## config.mk

```make
export PLATFORM = sky130hd
export DESIGN_NAME = ln_horner_core
export DESIGN_NICKNAME = d
export VERILOG_FILES = /design/src/rtl/ln_horner_core.sv
export SDC_FILE = /design/constraint.sdc
export NUM_CORES = 2
export LEC_CHECK = 0
export ABC_AREA = 1
export CAP_MARGIN = 0
export CELL_PAD_IN_SITES_DETAIL_PLACEMENT = 0
export CELL_PAD_IN_SITES_GLOBAL_PLACEMENT = 2
export CORE_UTILIZATION = 36
export CTS_CLUSTER_DIAMETER = 80
export DETAILED_ROUTE_END_ITERATION = 7
export PLACE_DENSITY = 0.8
export SLEW_MARGIN = 20
export SYNTH_ARGS = -nofsm -noshare
export SYNTH_HDL_FRONTEND = slang
export SYNTH_SLANG_ARGS = --single-unit
export TNS_END_PERCENT = 5
```

## constraint.sdc

```tcl
create_clock -name clk -period 22.9 [get_ports clk]
set_input_delay 4.58 -clock clk [delete_from_list [all_inputs] [get_ports clk]]
set_output_delay 4.58 -clock clk [all_outputs]
set_load 0.01 [all_outputs]
```

## src/rtl/ln_horner_core.sv

```systemverilog
`default_nettype none
// ============================================================================
// Module   : ln_horner_core
// Purpose  : Iterative float32 evaluator of the truncated series
//            ln(1+x) = sum_{k=1..N} (-1)^(k+1) x^k / k in Horner form,
//            sharing one pipelined multiplier and one pipelined adder.
//            Zero and out-of-domain operands finish through a fast path.
// Options  : LN_RUNTIME_TERMS_EN adds the n_terms input; the effective term
//            count is clamp(n_terms, 2, TERMS), sampled with x on accept.
// Revision : 1.0 - initial release
// ============================================================================
module ln_horner_core #(
  parameter int TERMS   = 5,
  parameter int MUL_LAT = 11,
  parameter int ADD_LAT = 14
) (
  input  logic        clk,
  input  logic        rst_n,
  input  logic [31:0] x,
  input  logic        start,
`ifdef LN_RUNTIME_TERMS_EN
  input  logic [3:0]  n_terms,
`endif
  output logic        ready,
  output logic [31:0] ln,
  output logic        done,
  output logic        error
);

  localparam int CNT_W = $clog2(((MUL_LAT > ADD_LAT) ? MUL_LAT : ADD_LAT) + 1);
  localparam logic [CNT_W-1:0] MUL_LAST = CNT_W'(MUL_LAT - 1);
  localparam logic [CNT_W-1:0] ADD_LAST = CNT_W'(ADD_LAT - 1);
  localparam logic [CNT_W-1:0] CNT_ONE  = CNT_W'(1);
  localparam logic [3:0]       TERMS_4  = 4'(TERMS);

  typedef enum logic [2:0] {
    S_IDLE = 3'd0,
    S_MUL  = 3'd1,
    S_ADD  = 3'd2,
    S_FMUL = 3'd3,
    S_DONE = 3'd4
  } state_t;

  // Series coefficients 1/k, sign set for even k.
  function automatic logic [31:0] coef(input logic [3:0] idx);
    case (idx)
      4'd1:    coef = 32'h3F800000;
      4'd2:    coef = 32'hBF000000;
      4'd3:    coef = 32'h3EAAAAAB;
      4'd4:    coef = 32'hBE800000;
      4'd5:    coef = 32'h3E4CCCCD;
      4'd6:    coef = 32'hBE2AAAAB;
      4'd7:    coef = 32'h3E124925;
      4'd8:    coef = 32'hBE000000;
      default: coef = 32'h00000000;
    endcase
  endfunction

  // Float32 multiply, round-to-nearest-even; subnormals flush to zero.
  function automatic logic [31:0] fmul(input logic [31:0] a, input logic [31:0] b);
    logic               s;
    logic [47:0]        p;
    logic [23:0]        m;
    logic               g;
    logic               st;
    logic [24:0]        mr;
    logic signed [10:0] e;
    s = a[31] ^ b[31];
    p = {24'd0, 1'b1, a[22:0]} * {24'd0, 1'b1, b[22:0]};
    e = $signed({3'b000, a[30:23]}) + $signed({3'b000, b[30:23]}) - 11'sd127;
    if (p[47]) begin
      m  = p[47:24];
      g  = p[23];
      st = |p[22:0];
      e  = e + 11'sd1;
    end else begin
      m  = p[46:23];
      g  = p[22];
      st = |p[21:0];
    end
    mr = {1'b0, m} + {24'd0, (g & (st | m[0]))};
    if (mr[24]) begin
      mr = mr >> 1;
      e  = e + 11'sd1;
    end
    if (a[30:23] == 8'd0 || b[30:23] == 8'd0 || e <= 11'sd0 || !mr[23])
      fmul = {s, 31'd0};
    else if (e >= 11'sd255)
      fmul = {s, 8'hFF, 23'd0};
    else
      fmul = {s, e[7:0], mr[22:0]};
  endfunction

  // Float32 add, round-to-nearest-even with guard/round/sticky bits.
  function automatic logic [31:0] fadd(input logic [31:0] a, input logic [31:0] b);
    logic [31:0]        big;
    logic [31:0]        sml;
    logic [26:0]        mb;
    logic [26:0]        ms;
    logic [26:0]        msh;
    logic [27:0]        sum;
    logic [7:0]         d;
    logic               sticky;
    logic [4:0]         lz;
    logic               found;
    logic [24:0]        mr;
    logic signed [10:0] e;
    if (a[30:0] >= b[30:0]) begin
      big = a;
      sml = b;
    end else begin
      big = b;
      sml = a;
    end
    mb     = {1'b1, big[22:0], 3'b000};
    ms     = (sml[30:23] == 8'd0) ? 27'd0 : {1'b1, sml[22:0], 3'b000};
    d      = big[30:23] - sml[30:23];
    sticky = 1'b0;
    if (d >= 8'd27) begin
      msh = {26'd0, |ms};
    end else begin
      msh    = ms >> d;
      sticky = |(ms & ((27'd1 << d) - 27'd1));
      msh[0] = msh[0] | sticky;
    end
    e = $signed({3'b000, big[30:23]});
    if (big[31] == sml[31]) sum = {1'b0, mb} + {1'b0, msh};
    else                    sum = {1'b0, mb} - {1'b0, msh};
    lz    = 5'd0;
    found = 1'b0;
    if (sum[27]) begin
      sum = {1'b0, sum[27:2], sum[1] | sum[0]};
      e   = e + 11'sd1;
    end else begin
      for (int i = 26; i >= 0; i--) begin
        if (!found) begin
          if (sum[i]) found = 1'b1;
          else        lz    = lz + 5'd1;
        end
      end
      sum = sum << lz;
      e   = e - $signed({6'd0, lz});
    end
    mr = {1'b0, sum[26:3]} + {24'd0, (sum[2] & (sum[1] | sum[0] | sum[3]))};
    if (mr[24]) begin
      mr = mr >> 1;
      e  = e + 11'sd1;
    end
    if (big[30:23] == 8'd0 || e <= 11'sd0 || !mr[23])
      fadd = 32'd0;
    else if (e >= 11'sd255)
      fadd = {big[31], 8'hFF, 23'd0};
    else
      fadd = {big[31], e[7:0], mr[22:0]};
  endfunction

  state_t           state_q;
  state_t           state_d;
  logic [CNT_W-1:0] cnt;
  logic [3:0]       k;
  logic [31:0]      xr;
  logic [31:0]      mul_a;     // doubles as the Horner accumulator
  logic [31:0]      mul_b;
  logic [31:0]      add_a;
  logic [31:0]      add_b;
  logic [31:0]      prod;
  logic [31:0]      sum;
  logic [31:0]      mul_pipe [MUL_LAT-1];
  logic [31:0]      add_pipe [ADD_LAT-1];
  logic [3:0]       n_in;
  logic             x_err;
  logic             x_zero;
  logic             accept;
  logic             mul_end;
  logic             add_end;
  logic             fmul_end;

`ifdef LN_RUNTIME_TERMS_EN
  assign n_in = (n_terms < 4'd2) ? 4'd2 : ((n_terms > TERMS_4) ? TERMS_4 : n_terms);
`else
  assign n_in = TERMS_4;
`endif

  assign x_err  = ({1'b0, x[30:0]} > 32'h3F800000) || (x == 32'hBF800000);
  assign x_zero = (x[30:0] == 31'd0);

  // Shared multiplier: result usable MUL_LAT edges after operands register.
  always_ff @(posedge clk) begin
    mul_pipe[0] <= fmul(mul_a, mul_b);
    for (int i = 1; i < MUL_LAT - 1; i++) mul_pipe[i] <= mul_pipe[i-1];
  end
  assign prod = mul_pipe[MUL_LAT-2];

  // Shared adder: result usable ADD_LAT edges after operands register.
  always_ff @(posedge clk) begin
    add_pipe[0] <= fadd(add_a, add_b);
    for (int i = 1; i < ADD_LAT - 1; i++) add_pipe[i] <= add_pipe[i-1];
  end
  assign sum = add_pipe[ADD_LAT-2];

  // State register.
  always_ff @(posedge clk) begin
    if (!rst_n) state_q <= S_IDLE;
    else        state_q <= state_d;
  end

  // Next-state decode, handshake outputs and phase-end strobes.
  always_comb begin
    state_d  = state_q;
    ready    = 1'b0;
    done     = 1'b0;
    accept   = 1'b0;
    mul_end  = 1'b0;
    add_end  = 1'b0;
    fmul_end = 1'b0;
    case (state_q)
      S_IDLE: begin
        ready = 1'b1;
        if (start) begin
          accept  = 1'b1;
          state_d = (x_err || x_zero) ? S_DONE : S_MUL;
        end
      end
      S_MUL: begin
        if (cnt == MUL_LAST) begin
          mul_end = 1'b1;
          state_d = S_ADD;
        end
      end
      S_ADD: begin
        if (cnt == ADD_LAST) begin
          add_end = 1'b1;
          state_d = (k == 4'd1) ? S_FMUL : S_MUL;
        end
      end
      S_FMUL: begin
        if (cnt == MUL_LAST) begin
          fmul_end = 1'b1;
          state_d  = S_DONE;
        end
      end
      S_DONE: begin
        done    = 1'b1;
        state_d = S_IDLE;
      end
      default: state_d = S_IDLE;
    endcase
  end

  // Datapath: operand registers are written only at phase boundaries so the
  // shared units see stable inputs for the whole wait window.
  always_ff @(posedge clk) begin
    if (!rst_n) begin
      ln    <= 32'd0;
      error <= 1'b0;
      cnt   <= '0;
      k     <= 4'd0;
      xr    <= 32'd0;
      mul_a <= 32'd0;
      mul_b <= 32'd0;
      add_a <= 32'd0;
      add_b <= 32'd0;
    end else begin
      cnt <= cnt + CNT_ONE;
      if (accept) begin
        xr    <= x;
        k     <= n_in - 4'd1;
        mul_a <= coef(n_in);
        mul_b <= x;
        cnt   <= '0;
        if (x_err || x_zero) begin
          ln    <= 32'd0;
          error <= x_err;
        end
      end
      if (mul_end) begin
        add_a <= prod;
        add_b <= coef(k);
        cnt   <= '0;
      end
      if (add_end) begin
        mul_a <= sum;
        mul_b <= xr;
        k     <= k - 4'd1;
        cnt   <= '0;
      end
      if (fmul_end) begin
        ln    <= prod;
        error <= 1'b0;
      end
    end
  end

endmodule
`default_nettype wire

```

# ---- After elaboration in Yosys (flattened, before gate mapping)
# Memory sizes are Yosys's and may differ from the RTL's. A register that Yosys moved wholly into a read port is not among the register bits.
# Cells that the tools add are included.
dict set report word_totals {
  reg_bits 204
  latch_bits 0
  mem_bits_rw 736
  romBits 896
  in_bits 35
  out_inout_bits 35
  wordCells 318
  memories 4
}
# name depth width read_ports rd_ports_with_merged_regs wr line_no
set memory_table {}
lappend memory_table {{(no name shown)} 16 28 1 0 0 46} ;# case (idx)
lappend memory_table {{(no name shown)} 16 28 1 1 0 46}
lappend memory_table {add_pipe 13 32 13 0 13 169} ;# logic [31:0] add_pipe [ADD_LAT-1];
lappend memory_table {mul_pipe 10 32 10 0 10 168} ;# logic [31:0] mul_pipe [MUL_LAT-1];
dict set report op_classes {
  addsub 41
  mul 1
  div 0
  order_cmp 7
  n_eq_ne 13
  n_shift 3
  mux 201
  bitwise_logic 10
  reduce_logical 28
}
# op n
set op_table {}
lappend op_table {{2-to-1 mux 5 bit} 79}
lappend op_table {{2-to-1 mux 32 bit} 10}
lappend op_table {{adder 5 x 1 -> 5 bit (second input constant)} 26}
lappend op_table {{2-to-1 mux 31 bit} 3}
lappend op_table {{2-to-1 mux 1 bit} 89}
lappend op_table {{2-to-1 mux 27 bit} 3}
lappend op_table {{2-to-1 mux 24 bit} 3}
lappend op_table {{OR reduction 27 bit} 2}
lappend op_table {{adder 24 x 1 -> 25 bit} 2}
lappend op_table {{multiplier 24 x 24 -> 48 bit} 1}
lappend op_table {{2-to-1 mux 11 bit} 4}
lappend op_table {{equality test 32 bit (second input constant)} 1}
lappend op_table {{logical NOT 8 bit} 4}
lappend op_table {{>= comparator 31 bit} 1}
lappend op_table {{> comparator 31 x 30 -> 1 bit (second input constant)} 1}
lappend op_table {{logical NOT 31 bit} 1}
lappend op_table {{adder 27 x 27 -> 28 bit} 1}
lappend op_table {{2-to-1 mux 28 bit} 1}
lappend op_table {{left shift 28 x 5 -> 27 bit} 1}
lappend op_table {{subtractor 27 x 27 -> 28 bit} 1}
lappend op_table {{bitwise AND 27 bit} 1}
lappend op_table {{left shift 1 x 8 -> 27 bit (first input constant)} 1}
lappend op_table {{right shift 27 x 8 -> 27 bit} 1}
lappend op_table {{subtractor 27 x 1 -> 27 bit (second input constant)} 1}
lappend op_table {{other kinds (37)} 66}

# ---- Longest topological paths before layout
dict set report logic_depth {
  depth_word 128
  ltp_mapped 181
  depth_no_buf 177
}

# ---- Worst setup path before layout
# Ideal clock, no wire load.
dict set report synth_path {
  path_kind {reg2reg}
  from {register add_b[29]}
  to {memory add_pipe[0][18]}
  setup_ps 114
  arrival_ps 22753
  required_ps 22786
  slack_ps 33
  path_stages_with_launch 175
  n_path_buf 4
  synth_period_minus_slack_ps 22867
  cell_sequence {dfxtp_1 > inv_1 > ha_1 > nand2_2 > inv_1 > nand2_1 > nand3_1 > a21oi_1 > nand2_1 > nor2_4 > nand2_4 > buf_6 > nand2_2 > nand2_2 > nand2_2 > ha_1 > inv_1 > nand2_1 > [139 not listed] > o21bai_1 > xor2_1 > inv_1 > o21ai_0 > nor4_1 > nand2_1 > nor3_1 > xor2_1 > nand3_1 > nand2_1 > nand2_1 > nor2_1 > nand3_1 > nand2_4 > inv_4 > nand2_4 > buf_8 > nor2_2}
}
# item line_no
set synth_rtl {}
lappend synth_rtl {{start, declared} 165} ;# logic [31:0] add_b;
lappend synth_rtl {{end, declared} 169}

==> results.cfg <==
[routing]
number_of_vias_in_the_routed_layout = 43300
drt_pass1_iterations = 5
detail-route-antenna-nets = 0
drt-wirelength-per-cell_um = 17.7
routed_via_density = 4.68
remaining_drc_errors = 0
first_iteration_detailed_routing_drc_count = 2526
routed_wl_um = 164000

[setup_path]
critPathKind = reg -> reg
crit_top_cell = buf_4
critical_path.slowest_cell = ha_1
cpPeakStageDelay_ns = 0.42
cp_data_arrival_time_ns = 22.75
critical_path.top_delay_family = simple AND/OR/NAND/NOR gates
kind_of_end_point_of_the_critical_path = flop
timing.critical_path.from_type = flop
critical_path.max_fanout = 6
cp.buffers_inverters = 58
worst-endpoint-required_ns = 23.44

[run_status]
outcome = finished clean

[floorplanning]
fp.dieH_um = 389
placement_rows = 141
floorplan.io_pins = 70
floorplan.initialDensity = 0.364
core-area_um2 = 148000
die_width_um = 389
total_die_area_um2 = 152000

[timing]
timing.fmax_mhz = 45.0
finalSetupViolations = 0
grt_setup_unrepaired = true
final_min_period_over_clock_period = 0.970
timing_hold_violations_final = 0
finalCriticalPeriod_ns = 22.21
finClkSkew_ns = 0.0788
fin_tns_setup_ns = 0
tightestPinTransition_ns = 1.13
max-slew-margin-rel = 0.239
report.final.slew_viol_count = 0

[logic_synthesis]
synth_flop_cell = dfxtp_1
post_synth_fa_ha_maj_area_fraction = 0.252
synthesis.instances = 6528
synthXorXnorAreaFrac = 0.0255
syn_area_per_cell_um2 = 8.27
ys_seq_elements = 919
synth_top_cells_by_area = dfxtp_1, fa_1, nand2_1
postSynth.asyncResetShare = 0
yosysTopAreaCellShare = 0.341
ys_seq_area_frac = 0.341
yosys.area.top_type = dfxtp_1
synthesis.yosys.warnings = 0
dominant_combinational_cell_family_by_area_after_synthesis = adder cells
synth.cell_area_um2 = 54000
synth_edf_count = 0
yosys.cell_types.count = 76
yosys.area_share.simple = 0.203
synth_compound_area_frac = 0.0716
postSynthNetCount = 7359
synth.mux.area_fraction = 0.000371

[pwr]
internal_power_w = 0.00301
comb_power_share = 0.286
p_leak_nw = 33.4
p_clk_frac = 0.339
power_per_cell_area_nw_per_um2 = 69.5
sequential_fraction_of_design_power = 0.375
power.switching_fraction = 0.343
vdd.ir_drop.worst_v = 0.0000548
net-switching-power_w = 0.00157

[place]
placement.cell_area_um2 = 60900
gp_congestion = 0.932
numPortBuffers = 69
place.detailed.hpwl_um = 126000

[global_route]
grt_first_pass_wirelength_um = 253000
number_of_global_route_vias_before_repair = 43600
grt_antenna_before_repair = 0
track_usage = 0.216
grt_start_max_net_pins = 71
global_route.overflow_total = 0

[finish]
layout.cell_area.non_filler_um2 = 65800
utilization = 0.444
final_net_count = 8007
area_growth_synth_to_finish_pct = 21.9
drive_gt1_frac = 0.176
insertedDiodeCount = 0

[clocking]
worstSkewPairLatency_ns = 0.69
max-clock-path-buffers = 3
cts-htree-levels = 3
tritoncts_clock_tree = yes
clk_transition_reported_paths_ns = 0.06
tritoncts.num_buffers = 89
clk_sinks = 919
cts-root-buf = clkbuf_16

[hold_path]
hold_path.class = reg -> reg

[run]
cap_viol_max_count = 0
through the flow:
| stage | worst slack, ns | hold WS [ns] | cells | total power [W] |
|---|---|---|---|---|
| 6_report | 0.693 | 0.279 | 9254 | 0.00458 |
| 5_1_grt | -0.586 | 0.271 | 9254 | 0.00486 |
| 4_1_cts | -0.185 | 0.267 | 9213 | 0.00465 |
| 3_5_place_dp | -1.29 | 0.312 | 9005 | 0.00308 |
| 3_3_place_gp | -1.04 | 0.310 | 9005 | 0.00307 |
| 2_1_floorplan | 0.0328 | 0.310 | 6528 | 0.00263 |
registers in the layout (all words and copies together), names as in the netlist:
signal	cells
add_a	32
add_b	11
add_pipe	416
cnt	4
error	1
k	4
ln	32
mul_a	32
mul_b	32
mul_pipe	320
state_q	3
xr	32
worst paths after layout:
check	slack [ns]	cells past startpoint	end	startpoint
setup / recovery	0.69	178	add_pipe[0][2]	add_b[29]
hold / removal	0.28	0	mul_pipe[4][8]	mul_pipe[3][8]
setup reg to reg	0.69	178	add_pipe[0][2]	add_b[29]
hold reg to reg	0.28	0	mul_pipe[4][8]	mul_pipe[3][8]
cell families (layout without fill, tap and decap cells):
family,count (synthesis),in the layout
DFF,919,919
xor gates and xnor gates,154,154
muxes,2,2
buffers and inverters,1445,2169
adders and majority gates,796,796
and+or+nand+nor,2535,2535
AOI/OAI and AO/OA,677,677
layout make-up:
type                    count  area (um^2)
inverters                1217         4600
clock inverters            53          785
fillers                 14800        82500
multi-input cells        4164        30800
well taps                2002         2500
clock buffers             114         2450
repair buffers            785         6250
flip-flops and latches    919        18400
cell usage in the layout, fill, tap and decap left out, types with 20 or more instances in the layout:
master,synthesis,routed
nor2_1,346,332
inv_2,37,53
fa_1,485,483
a21oi_1,269,252
nor2_4,21,30
o21ai_1,45,48
clkbuf_16,0,89
o22ai_1,24,20
dfxtp_1,919,914
ha_4,0,20
nand2_1,1600,1554
nand2_4,13,21
nand3_1,276,267
inv_1,1165,1144
clkdlybuf4s50_1,0,69
buf_4,25,690
nand3_2,17,23
o21ai_0,187,157
nor3_1,54,48
nand2_2,26,62
o21ai_2,4,25
xnor2_1,32,32
ha_1,311,290
nand4_1,68,68
nor2_2,35,40
a31oi_1,45,44
xor2_1,120,118
timing repair:
action	CTS	global route
buffers inserted	40	41
pin swaps	42	134
endpoints found under the setup margin	32	32
hold buffers	0	0
cloned	1	0
resized for setup	98	177
hold endpoints to repair	0	0
power by group through the flow:
stage	Clock [W]	Combinational [W]	Sequential, W
6_report	0.00155	0.00131	0.00172
5_1_grt	0.00166	0.00148	0.00172
4_1_cts	0.00159	0.00134	0.00172
3_5_place_dp	0	0.00133	0.00175
3_3_place_gp	0	0.00132	0.00175
2_1_floorplan	0	0.000908	0.00173
Yosys cell counts, types with 22 or more instances:
cell type and instances:
nand2_2 26, nor2_1 346, a21oi_1 269, o22ai_1 24, fa_1 485, a31oi_1 45
clkbuf_1 163, inv_1 1165, nand2_1 1600, ha_1 311, o21ai_0 187, nand3_1 276
nor3_1 54, buf_6 23, xnor2_1 32, nand4_1 68, or2_2 22, o21ai_1 45
inv_2 37, xor2_1 120, nor2_2 35, nor4_1 23, buf_4 25, dfxtp_1 919
layer usage:
layer	part of all wire	track usage	wire, um	vias to the layer above
li1	-	-	-	21300
met4	0.028	0.0578	4520	0
met1	0.47	0.302	77200	20800
met5	0	0	0	-
met3	0.043	0.0208	7040	203
met2	0.46	0.353	75100	936
Power figures use the tool's default switching activity.
